**src/rtl/stall_forward_unit_if.sv**
```systemverilog
// Hazard-unit signal bundle: pipeline stage register fields in, stall/flush
// controls and forwarding selects out.
interface stall_forward_unit_if;
    logic [4:0] Rs_D;
    logic [4:0] Rt_D;
    logic [4:0] Rs_E;
    logic [4:0] Rt_E;
    logic [4:0] Rt_M;
    logic [4:0] Dst_E;
    logic [4:0] Dst_M;
    logic [4:0] Dst_W;
    logic       RegWrite_E;
    logic       RegWrite_M;
    logic       RegWrite_W;
    logic       MemRead_M;
    logic [1:0] Tnew_E;
    logic [1:0] Tnew_M;
    logic [1:0] Tuse_Rs_D;
    logic [1:0] Tuse_Rt_D;

    logic       En_PC;
    logic       En_D;
    logic       Reset_E;
    logic [1:0] MuxForward_Rs_D;
    logic [1:0] MuxForward_Rt_D;
    logic [1:0] MuxForward_Rs_E;
    logic [1:0] MuxForward_Rt_E;
    logic       MuxForward_Rt_M;

    modport master (
        output Rs_D, Rt_D, Rs_E, Rt_E, Rt_M, Dst_E, Dst_M, Dst_W,
               RegWrite_E, RegWrite_M, RegWrite_W, MemRead_M,
               Tnew_E, Tnew_M, Tuse_Rs_D, Tuse_Rt_D,
        input  En_PC, En_D, Reset_E, MuxForward_Rs_D, MuxForward_Rt_D,
               MuxForward_Rs_E, MuxForward_Rt_E, MuxForward_Rt_M
    );

    modport slave (
        input  Rs_D, Rt_D, Rs_E, Rt_E, Rt_M, Dst_E, Dst_M, Dst_W,
               RegWrite_E, RegWrite_M, RegWrite_W, MemRead_M,
               Tnew_E, Tnew_M, Tuse_Rs_D, Tuse_Rt_D,
        output En_PC, En_D, Reset_E, MuxForward_Rs_D, MuxForward_Rt_D,
               MuxForward_Rs_E, MuxForward_Rt_E, MuxForward_Rt_M
    );
endinterface

```
**src/rtl/stall_forward_unit.sv**
```systemverilog
// Tuse/Tnew hazard unit for the 5-stage pipeline: stall/flush, forwarding selects
// and a saturating stall counter. Define FWD_W_TO_D_EN to enable the W->D bypass.
module stall_forward_unit #(
    parameter int CNT_W = 16
) (
    input  logic             clk,
    input  logic             reset,
    stall_forward_unit_if.slave hz,
    output logic [CNT_W-1:0] stall_cnt
);

`ifdef FWD_W_TO_D_EN
    localparam bit W_TO_D = 1'b1;
`else
    localparam bit W_TO_D = 1'b0;
`endif

    function automatic logic match(input logic [4:0] src, input logic wr, input logic [4:0] dst);
        return (src != 5'd0) && wr && (dst == src);
    endfunction

    function automatic logic stall_op(input logic [1:0] tuse, input logic m_e, input logic m_m,
                                      input logic [1:0] tnew_e, input logic [1:0] tnew_m,
                                      input logic mem_rd);
        // a load in M is never ready early, whatever Tnew_M claims
        return (tuse != 2'd3) &&
               ((m_e && (tnew_e > tuse)) || (m_m && (mem_rd || (tnew_m > tuse))));
    endfunction

    function automatic logic [1:0] fwd_d(input logic m_e, input logic m_m, input logic m_w,
                                         input logic e_rdy, input logic m_rdy);
        if (m_e && e_rdy)
            return 2'd1;
        else if (m_m && m_rdy)
            return 2'd2;
        else if (m_w && W_TO_D)
            return 2'd3;
        else
            return 2'd0;
    endfunction

    function automatic logic [1:0] fwd_e(input logic m_m, input logic m_w, input logic m_rdy);
        if (m_m && m_rdy)
            return 2'd1;
        else if (m_w)
            return 2'd2;
        else
            return 2'd0;
    endfunction

    logic       rs_d_e, rs_d_m, rs_d_w;
    logic       rt_d_e, rt_d_m, rt_d_w;
    logic       rs_e_m, rs_e_w, rt_e_m, rt_e_w;
    logic       rt_m_w;
    logic       e_rdy, m_rdy;
    logic       stall;
    logic [1:0] sel_rs_d, sel_rt_d, sel_rs_e, sel_rt_e;

    always_comb begin
        rs_d_e = match(hz.Rs_D, hz.RegWrite_E, hz.Dst_E);
        rs_d_m = match(hz.Rs_D, hz.RegWrite_M, hz.Dst_M);
        rs_d_w = match(hz.Rs_D, hz.RegWrite_W, hz.Dst_W);
        rt_d_e = match(hz.Rt_D, hz.RegWrite_E, hz.Dst_E);
        rt_d_m = match(hz.Rt_D, hz.RegWrite_M, hz.Dst_M);
        rt_d_w = match(hz.Rt_D, hz.RegWrite_W, hz.Dst_W);
        rs_e_m = match(hz.Rs_E, hz.RegWrite_M, hz.Dst_M);
        rs_e_w = match(hz.Rs_E, hz.RegWrite_W, hz.Dst_W);
        rt_e_m = match(hz.Rt_E, hz.RegWrite_M, hz.Dst_M);
        rt_e_w = match(hz.Rt_E, hz.RegWrite_W, hz.Dst_W);
        rt_m_w = match(hz.Rt_M, hz.RegWrite_W, hz.Dst_W);
        e_rdy  = (hz.Tnew_E == 2'd0);
        m_rdy  = (hz.Tnew_M == 2'd0) && !hz.MemRead_M;
    end

    always_comb begin
        stall = stall_op(hz.Tuse_Rs_D, rs_d_e, rs_d_m, hz.Tnew_E, hz.Tnew_M, hz.MemRead_M) ||
                stall_op(hz.Tuse_Rt_D, rt_d_e, rt_d_m, hz.Tnew_E, hz.Tnew_M, hz.MemRead_M);
        sel_rs_d = fwd_d(rs_d_e, rs_d_m, rs_d_w, e_rdy, m_rdy);
        sel_rt_d = fwd_d(rt_d_e, rt_d_m, rt_d_w, e_rdy, m_rdy);
        sel_rs_e = fwd_e(rs_e_m, rs_e_w, m_rdy);
        sel_rt_e = fwd_e(rt_e_m, rt_e_w, m_rdy);
    end

    // reset holds the fetch side running while ID/EX keeps loading bubbles
    always_comb begin
        hz.En_PC           = 1'b1;
        hz.En_D            = 1'b1;
        hz.Reset_E         = 1'b1;
        hz.MuxForward_Rs_D = 2'd0;
        hz.MuxForward_Rt_D = 2'd0;
        hz.MuxForward_Rs_E = 2'd0;
        hz.MuxForward_Rt_E = 2'd0;
        hz.MuxForward_Rt_M = 1'b0;
        if (reset) begin
            hz.En_PC           = !stall;
            hz.En_D            = !stall;
            hz.Reset_E         = stall;
            hz.MuxForward_Rs_D = sel_rs_d;
            hz.MuxForward_Rt_D = sel_rt_d;
            hz.MuxForward_Rs_E = sel_rs_e;
            hz.MuxForward_Rt_E = sel_rt_e;
            hz.MuxForward_Rt_M = rt_m_w;
        end
    end

    always_ff @(posedge clk) begin
        if (!reset)
            stall_cnt <= '0;
        else if (stall && (stall_cnt != {CNT_W{1'b1}}))
            stall_cnt <= stall_cnt + CNT_W'(1);
    end

endmodule

```
**src/flat_wrapper.sv**
```systemverilog
// flat-port wrapper written by rule: the top's interface ports become plain ports
module stall_forward_unit_flat 
#(
    parameter int CNT_W = 16
)
  (clk, reset, stall_cnt, hz_Rs_D, hz_Rt_D, hz_Rs_E, hz_Rt_E, hz_Rt_M, hz_Dst_E, hz_Dst_M, hz_Dst_W, hz_RegWrite_E, hz_RegWrite_M, hz_RegWrite_W, hz_MemRead_M, hz_Tnew_E, hz_Tnew_M, hz_Tuse_Rs_D, hz_Tuse_Rt_D, hz_En_PC, hz_En_D, hz_Reset_E, hz_MuxForward_Rs_D, hz_MuxForward_Rt_D, hz_MuxForward_Rs_E, hz_MuxForward_Rt_E, hz_MuxForward_Rt_M);
  stall_forward_unit_if hz_i ();
  input  logic clk;
  input  logic reset;
  output logic [CNT_W-1:0] stall_cnt;
  input wire logic [$bits(hz_i.Rs_D)-1:0] hz_Rs_D;
  input wire logic [$bits(hz_i.Rt_D)-1:0] hz_Rt_D;
  input wire logic [$bits(hz_i.Rs_E)-1:0] hz_Rs_E;
  input wire logic [$bits(hz_i.Rt_E)-1:0] hz_Rt_E;
  input wire logic [$bits(hz_i.Rt_M)-1:0] hz_Rt_M;
  input wire logic [$bits(hz_i.Dst_E)-1:0] hz_Dst_E;
  input wire logic [$bits(hz_i.Dst_M)-1:0] hz_Dst_M;
  input wire logic [$bits(hz_i.Dst_W)-1:0] hz_Dst_W;
  input wire logic [$bits(hz_i.RegWrite_E)-1:0] hz_RegWrite_E;
  input wire logic [$bits(hz_i.RegWrite_M)-1:0] hz_RegWrite_M;
  input wire logic [$bits(hz_i.RegWrite_W)-1:0] hz_RegWrite_W;
  input wire logic [$bits(hz_i.MemRead_M)-1:0] hz_MemRead_M;
  input wire logic [$bits(hz_i.Tnew_E)-1:0] hz_Tnew_E;
  input wire logic [$bits(hz_i.Tnew_M)-1:0] hz_Tnew_M;
  input wire logic [$bits(hz_i.Tuse_Rs_D)-1:0] hz_Tuse_Rs_D;
  input wire logic [$bits(hz_i.Tuse_Rt_D)-1:0] hz_Tuse_Rt_D;
  output wire logic [$bits(hz_i.En_PC)-1:0] hz_En_PC;
  output wire logic [$bits(hz_i.En_D)-1:0] hz_En_D;
  output wire logic [$bits(hz_i.Reset_E)-1:0] hz_Reset_E;
  output wire logic [$bits(hz_i.MuxForward_Rs_D)-1:0] hz_MuxForward_Rs_D;
  output wire logic [$bits(hz_i.MuxForward_Rt_D)-1:0] hz_MuxForward_Rt_D;
  output wire logic [$bits(hz_i.MuxForward_Rs_E)-1:0] hz_MuxForward_Rs_E;
  output wire logic [$bits(hz_i.MuxForward_Rt_E)-1:0] hz_MuxForward_Rt_E;
  output wire logic [$bits(hz_i.MuxForward_Rt_M)-1:0] hz_MuxForward_Rt_M;
  assign hz_i.Rs_D = hz_Rs_D;
  assign hz_i.Rt_D = hz_Rt_D;
  assign hz_i.Rs_E = hz_Rs_E;
  assign hz_i.Rt_E = hz_Rt_E;
  assign hz_i.Rt_M = hz_Rt_M;
  assign hz_i.Dst_E = hz_Dst_E;
  assign hz_i.Dst_M = hz_Dst_M;
  assign hz_i.Dst_W = hz_Dst_W;
  assign hz_i.RegWrite_E = hz_RegWrite_E;
  assign hz_i.RegWrite_M = hz_RegWrite_M;
  assign hz_i.RegWrite_W = hz_RegWrite_W;
  assign hz_i.MemRead_M = hz_MemRead_M;
  assign hz_i.Tnew_E = hz_Tnew_E;
  assign hz_i.Tnew_M = hz_Tnew_M;
  assign hz_i.Tuse_Rs_D = hz_Tuse_Rs_D;
  assign hz_i.Tuse_Rt_D = hz_Tuse_Rt_D;
  assign hz_En_PC = hz_i.En_PC;
  assign hz_En_D = hz_i.En_D;
  assign hz_Reset_E = hz_i.Reset_E;
  assign hz_MuxForward_Rs_D = hz_i.MuxForward_Rs_D;
  assign hz_MuxForward_Rt_D = hz_i.MuxForward_Rt_D;
  assign hz_MuxForward_Rs_E = hz_i.MuxForward_Rs_E;
  assign hz_MuxForward_Rt_E = hz_i.MuxForward_Rt_E;
  assign hz_MuxForward_Rt_M = hz_i.MuxForward_Rt_M;
  stall_forward_unit #(.CNT_W(CNT_W)) u_core (.clk(clk), .reset(reset), .hz(hz_i), .stall_cnt(stall_cnt));
endmodule
```
**config.mk**
```make
export PLATFORM = sky130hd
export DESIGN_NAME = stall_forward_unit_flat
export DESIGN_NICKNAME = d
export VERILOG_FILES = /design/src/rtl/stall_forward_unit_if.sv /design/src/rtl/stall_forward_unit.sv /design/src/flat_wrapper.sv
export SDC_FILE = /design/constraint.sdc
export NUM_CORES = 1
export LEC_CHECK = 0
export CORE_UTILIZATION = 35
export DETAILED_ROUTE_END_ITERATION = 12
export GPL_TIMING_DRIVEN = 0
export PLACE_DENSITY = 0.73
export SYNTH_ARGS = -nofsm -noshare
export SYNTH_HDL_FRONTEND = slang
export SYNTH_SLANG_ARGS = --single-unit
```
**constraint.sdc**
```tcl
create_clock -name clk -period 5.6 [get_ports clk]
set_input_delay 1.12 -clock clk [delete_from_list [all_inputs] [get_ports clk]]
set_output_delay 1.12 -clock clk [all_outputs]
set_load 0.005 [all_outputs]
```
==> metrics.md <==
| Metric | Value |
|---|---|
| Critical path buffers and inverters | `2` |
| Type of origin of the critical path | `input pin` |
| Sequential area share after synthesis | `18.0%` |
| Syn_area_per_cell | `8.04 um^2` |
| Die span in y | `about 73 um` |
| Initial antenna violation count | `0` |
| Largest cells by area after synthesis | `dfxtp_1 (18%), xnor2_1 (13%), xor2_1 (9.8%)` |
| Pwr Density | `123 nW/um^2` |
| Post-synthesis mux area share | `around 7.3%` |
| H-tree depth | `1` |
| Tmin final | `4750 ps` |
| Worst setup startpoint | `hz_Tnew_M[1]` |
| Hold Crit Depth | `2` |
| Post-CTS Setup Bufs | `0` |
| CP delay by family, top | `simple AND/OR/NAND/NOR gates` |
| R2r setup slk | `3620 ps` |
| Main combinational cell family by area after synthesis | `simple AND/OR/NAND/NOR gates` |
| Post-CTS Resized | `0` |
| Die Span X | `73.4 um` |
| WP data arrival | `3630 ps` |
| Leading area contributor after synthesis | `dfxtp_1` |
| Critical-path top delay cell | `or4_1` |
| Setup-failing EPs final | `0` |
| Period Utilization, post-route | `84.8%` |
| Status | `finished clean` |
| Worst setup EP type | `output port` |
| I/O pins | `between 80 and 90` |
| Layout cells sized above 1 | `under 10%` |
| Reg2reg path depth | `8` |
| Total CTS buffers | `3` |
| Worst rel slew slack | `65.2%` |
| Vias in the first global route | `between 1500 and 2000` |
| Compound-Gate Fraction of Synth Area | `7.99%` |
| RR Endpoint | `u_core.stall_cnt[7]` |
| Total number of yosys warnings | `0` |
| Antenna diodes | `0` |
| Worst IR Drop VDD | `about 0.079 mV` |
| Synthesized net count | `between 200 and 300` |
| Largest stage delay on the critical path | `between 500 and 600 ps` |
| Antenna Nets Post-Route | `0` |
| Vias | `1876` |
| Total track usage | `18.2%` |
| Die Footprint | `between 5000 and 6000 um^2` |
| HP Class | `reg -> reg` |
| Core area | `~4800 um^2` |
| Non-Filler Instances | `between 300 and 400` |
| Vias per cell | `5.02` |
| Clk buf depth | `2` |
| Hold-fix buffers at CTS | `0` |
| Clock sink total | `16` |
| Largest net degree at the start of global routing | `11` |
| TritonCTS clock tree | `built` |
| Worst Path Required | `4480 ps` |
| XOR/XNOR Fraction of Synth Area | `between 20% and 30%` |
| CTS clock-pin slew for the worst setup and hold paths | `60 ps` |
| Worst-skew pair later-pin latency | `approximately 250 ps` |
| Synth cell types | `34` |
| Leading registers by flop count | `u_core.stall_cnt: 16 flops` |
| Crit path max fanout | `3` |
| Mapped Cells | `222` |
| Drt pass-1 iters | `4` |
| Routed len/inst | `approximately 13 um` |
| Pwr Total | `0.000335 W` |
| Placer Congestion | `0.790` |
| PortBufs | `81` |
| Placed insts | `between 300 and 400` |
| Hold Violations, Final | `0` |
| Synth-to-Final Area Change | `53.2%` |
| Setup TNS Final | `0 ps` |
| Top cell by count, worst path | `clkdlybuf4s50_1` |
| Max cap viols | `0` |
| Post-synthesis simple-gate area fraction | `34.7%` |
| Synth Register Bits | `16` |
| Worst path cell trace | `clkdlybuf4s50_1, nor3_1, nand2_1, or4_1, nor4_1, and2_1, clkdlybuf4s50_1` |
| Worst hold path endpoint | `u_core.stall_cnt[9]` |
| Worst r2r src | `u_core.stall_cnt[6]` |
| First-pass GRT wire length | `7870 um` |
| Fin util | `56.8%` |
| Row count | `25` |
| Adder-cell share of the synthesized area | `6.31%` |
| WL final | `4740 um` |
| Crit Path Class | `in -> out` |
| Initial Utilization | `37.0%` |
| Final hold slack | `between 400 and 500 ps` |
| Most flop-heavy register | `u_core.stall_cnt` |
| DP Wirelength | `4050 um` |
| Fin. max-slew vios | `0` |
| RSZ-0062 raised after global routing | `no` |
| DRC violations left | `0` |
| Root Driver | `clkbuf_8` |
| FILL cells | `about 470` |
| Critical hold path startpoint | `u_core.stall_cnt[9]` |
| Starting DRT DRC Count | `105` |
| Worst Max-Slew Pin Slew | `518 ps` |
| Leakage power | `about 1.1 nW` |
| Max Freq | `between 200 and 250 MHz` |
| Global route overflow | `0` |
| Max FFs per register | `16` |
| Synth top area share | `18.0%` |
| Nets | `371` |
| Synth Cell Area | `1780 um^2` |
| Setup Skew | `~1.9 ps` |
layer usage:
metal | track usage [%] | routed length (um) | vias up
met1 | 22.2 | 2080 | 866
met5 | 0 | 0 | -
met2 | 34.2 | 2380 | 54
met3 | 3.84 | 265 | 2
met4 | 1.28 | 17 | 0
li1 | - | - | 954
report_power, final:
group          internal, W  switching, W  leakage [nW]
Clock            0.0000624     0.0000412        0.0288
Sequential        0.000114   0.000000490         0.129
Combinational    0.0000667     0.0000506         0.897
Total             0.000243     0.0000923          1.05
synthesized netlist by cell type:
cell type / n
nand2_1: 26
xnor2_1: 26
xor2_1: 20
dfxtp_1: 16
nand2b_1: 14
mux2i_1: 13
nand3_1: 13
nand4_1: 10
ha_1: 9
and2_1: 7
nor2_1: 7
nor4_1: 7
inv_1: 6
nor3_1: 6
or4_1: 6
a21oi_1: 5
and3_1: 5
clkbuf_1: 4
nand3_2: 4
nor2b_1: 3
a2bb2oi_1: 2
a211oi_1: 1
a21oi_4: 1
a221o_1: 1
a221oi_1: 1
a32oi_4: 1
buf_4: 1
buf_6: 1
nand4b_1: 1
nor2_2: 1
nor4_2: 1
o21ai_0: 1
o21ai_1: 1
o2bb2a_4: 1
metrics by stage:
| stage | cell area [um^2] | setup WS (ps) |
|---|---|---|
| 2_1_floorplan | 1780 | 2060 |
| 5_1_grt | 2730 | 684 |
| 3_3_place_gp | 2680 | 863 |
| 4_1_cts | 2730 | 863 |
| 6_report | 2730 | 852 |
| 3_5_place_dp | 2680 | 878 |
placed cells by master (no fill, tap or decap), types with 2 or more instances in the layout:
cell type,Yosys,routed
dfxtp_1,16,16
nand3_1,13,13
clkdlybuf4s50_1,0,81
nand4_1,10,10
nand2b_1,14,14
and2_1,7,7
clkbuf_8,0,4
nor4_1,7,7
nand3_2,4,4
xor2_1,20,20
ha_1,9,9
nand2_1,26,26
inv_1,6,6
nor2b_1,3,3
clkbuf_1,4,4
a2bb2oi_1,2,2
or4_1,6,6
xnor2_1,26,26
nor2_1,7,7
nor3_1,6,6
a21oi_1,5,5
mux2i_1,13,13
and3_1,5,5
how the worst max path moves through the flow:
stage | end | slack (ps) | cells after the start
2_1_floorplan | hz_En_PC | 2060 | 7
3_3_place_gp | hz_MuxForward_Rt_E[0] | 860 | 7
3_5_place_dp | hz_MuxForward_Rt_E[0] | 880 | 7
4_1_cts | hz_MuxForward_Rt_E[0] | 860 | 7
5_1_grt | hz_MuxForward_Rs_E[0] | 680 | 7
6_report | hz_MuxForward_Rt_E[0] | 850 | 7
worst register-to-register path, cell delays in order, from the launching register on:
cell,delay (ps)
dfxtp_1,420
and3_1,230
and2_1,190
nand3_1,90
nor3_1,430
a21oi_4,110
buf_6,180
nand3_2,70
mux2i_1,180
final cells by class:
class / instances / area [um^2] / share of cell area (%)
flip-flops and latches: 16 / 320 / 11.7
inverters: 6 / 22.5 / 0.824
multi-input cells: 194 / 1410 / 51.5
well taps: 67 / 83.8 / 3.07
plain buffers: 6 / 33.8 / 1.24
clock buffers: 4 / 55.1 / 2.01
repair buffers: 81 / 811 / 29.7
logic make-up after synthesis:
family          Yosys count
compound gates           15
xor+xnor                 46
fa+ha+maj                 9
buf+inv                  12
flops                    16
mux                      13
simple gates            111
Power figures use the tool's default switching activity.
==> edit (same settings) <==
`CNT_W` is set to 16 in 2 places; all go to 18.
--- a/src/rtl/stall_forward_unit.sv
+++ b/src/rtl/stall_forward_unit.sv
@@ -3,3 +3,3 @@
 module stall_forward_unit #(
-    parameter int CNT_W = 16
+    parameter int CNT_W = 18
 ) (
--- a/src/flat_wrapper.sv
+++ b/src/flat_wrapper.sv
@@ -3,3 +3,3 @@
 #(
-    parameter int CNT_W = 16
+    parameter int CNT_W = 18
 )
Ports: changed (resized stall_cnt); port bits go from 82 to 84. The function was not compared with the original's and may differ.
==> edit against the unedited design <==
  * Power grew 0.40%
  * Design area grew 2.9%
  * Setup slack gained 0.055 ns
  * Routed wire length grew 4.5%
  * Clock power down 12%
  * Fmax increased by 1.2%
  * Clock skew up 0.0039 ns
  * Sequential cell count increased by 2
  * Area after synthesis increased by 3.9%
  * Synthesized cell count up 6.3%
  * Die area increased by 3.8%
  * Largest power group is now registers
==> edit: results (changes against the unedited design) <==
[synth]
synth_mux_area_frac = 0.0864  ; +0.0134
yosysUniqueCellTypes = 31  ; -8.8%
yosysSeqAreaShare = 0.194  ; +0.0148
synth_xor_area_frac = 0.194  ; -0.0321
yosys-top-cells-area = dfxtp_1, xnor2_1, mux2i_1
yosys_warnings = 0  ; unchanged
synthesis.nets = 299  ; +4.9%
synth-adder-area-share = 0.0607  ; -0.00238
synth_common_cells = nand2_1, xnor2_1, dfxtp_1, xor2_1, nand2b_1

[setup_path]
slowest_stage = clkdlybuf4s50_1

[route]
dr_total_vias = 1960  ; +4.5%
drt-initial-drc-count = 71  ; -32%
wirelength_mm = 4.96  ; +4.5%
wl_per_cell_um = 12.6  ; -0.31%
drt_first_pass_iters = 6  ; +2

[layout]
seq_cells = 18  ; +2
largest_reg_flops = 18  ; +2
nFillCells = 476  ; +1.9%
n_all_buffers = 89  ; +2.3%
reg_top3 = u_core.stall_cnt (18)
multi_input_area_sq_um = 1420  ; +1.1%
register_area_sq_um = 360  ; +13%
multi_input_gates = 202  ; +4.1%
drive_above_1_share = 0.0435  ; -0.00538
inv_count = 10  ; +4
clkCellAreaFrac = 0.0147  ; -0.00546
registers.top_by_ff_count = u_core.stall_cnt

[global_route]
grt_pass1_wl_mm = 8.04  ; +2.1%
grt.total_usage = 0.182  ; -0.000652
grt_pass1_vias = 1802  ; -0.11%

[placed_design]
portBuffers = 83  ; +2.5%
dp_slack_ns = 0.901  ; +0.0234 ns
dp_hpwl_mm = 4.05  ; +0.17%

[outcome]
status = complete, no violations

[timing]
skew_ns = 0.00577  ; +0.00388 ns
worstMarginPinSlew_ns = 0.688  ; +0.170 ns

[pwr]
p_leak_nw = 1.13  ; +7.2%

## edit: cell types whose count changed in the layout (fill, tap and decap cells not counted), moves of 3 or more
| cell | unedited run | this run |
|---|---|---|
| nand2_1 | 26 | 32 |
| xnor2_1 | 26 | 23 |
| a221oi_1 | 1 | 4 |
| mux2i_1 | 13 | 16 |
| inv_1 | 6 | 10 |
| nand2b_1 | 14 | 17 |
## edit: report_power, final
group,switching [mW],internal [mW],total (mW),leakage (nW)
clock,0.0441,0.0479,0.0920,0.0216
combinational,0.0513,0.0649,0.116,0.964
sequential,0.000420,0.128,0.129,0.145
## edit: per-stage QoR
step | hold slack (ns) | cell area (sq um) | util
final | 0.490 | 2810 | 0.551
after global routing | 0.517 | 2810 | 0.551
after CTS | 0.497 | 2810 | 0.551
after detailed placement | 0.482 | 2770 | 0.543
after global placement | 0.475 | 2770 | 0.543
after floorplan | 0.470 | 1850 | -
## edit: path summary, 6_finish.rpt
path	startpoint	end	slack, ns	cells past startpoint
max	hz_Tuse_Rs_D[1]	hz_En_PC	0.91	11
min	u_core.stall_cnt[11]$_SDFFE_PN0P_	u_core.stall_cnt[11]$_SDFFE_PN0P_	0.49	2
max reg2reg	u_core.stall_cnt[0]$_SDFFE_PN0P_	u_core.stall_cnt[15]$_SDFFE_PN0P_	3.32	8
min reg2reg	u_core.stall_cnt[11]$_SDFFE_PN0P_	u_core.stall_cnt[11]$_SDFFE_PN0P_	0.49	2
## edit: per-layer routing
metal | share of wire | GRT usage | wire length (um)
met5 | 0 | 0 | 0
met4 | 0 | 0.0126 | 0
met3 | 0.063 | 0.0415 | 311
met2 | 0.48 | 0.324 | 2370
met1 | 0.46 | 0.232 | 2270
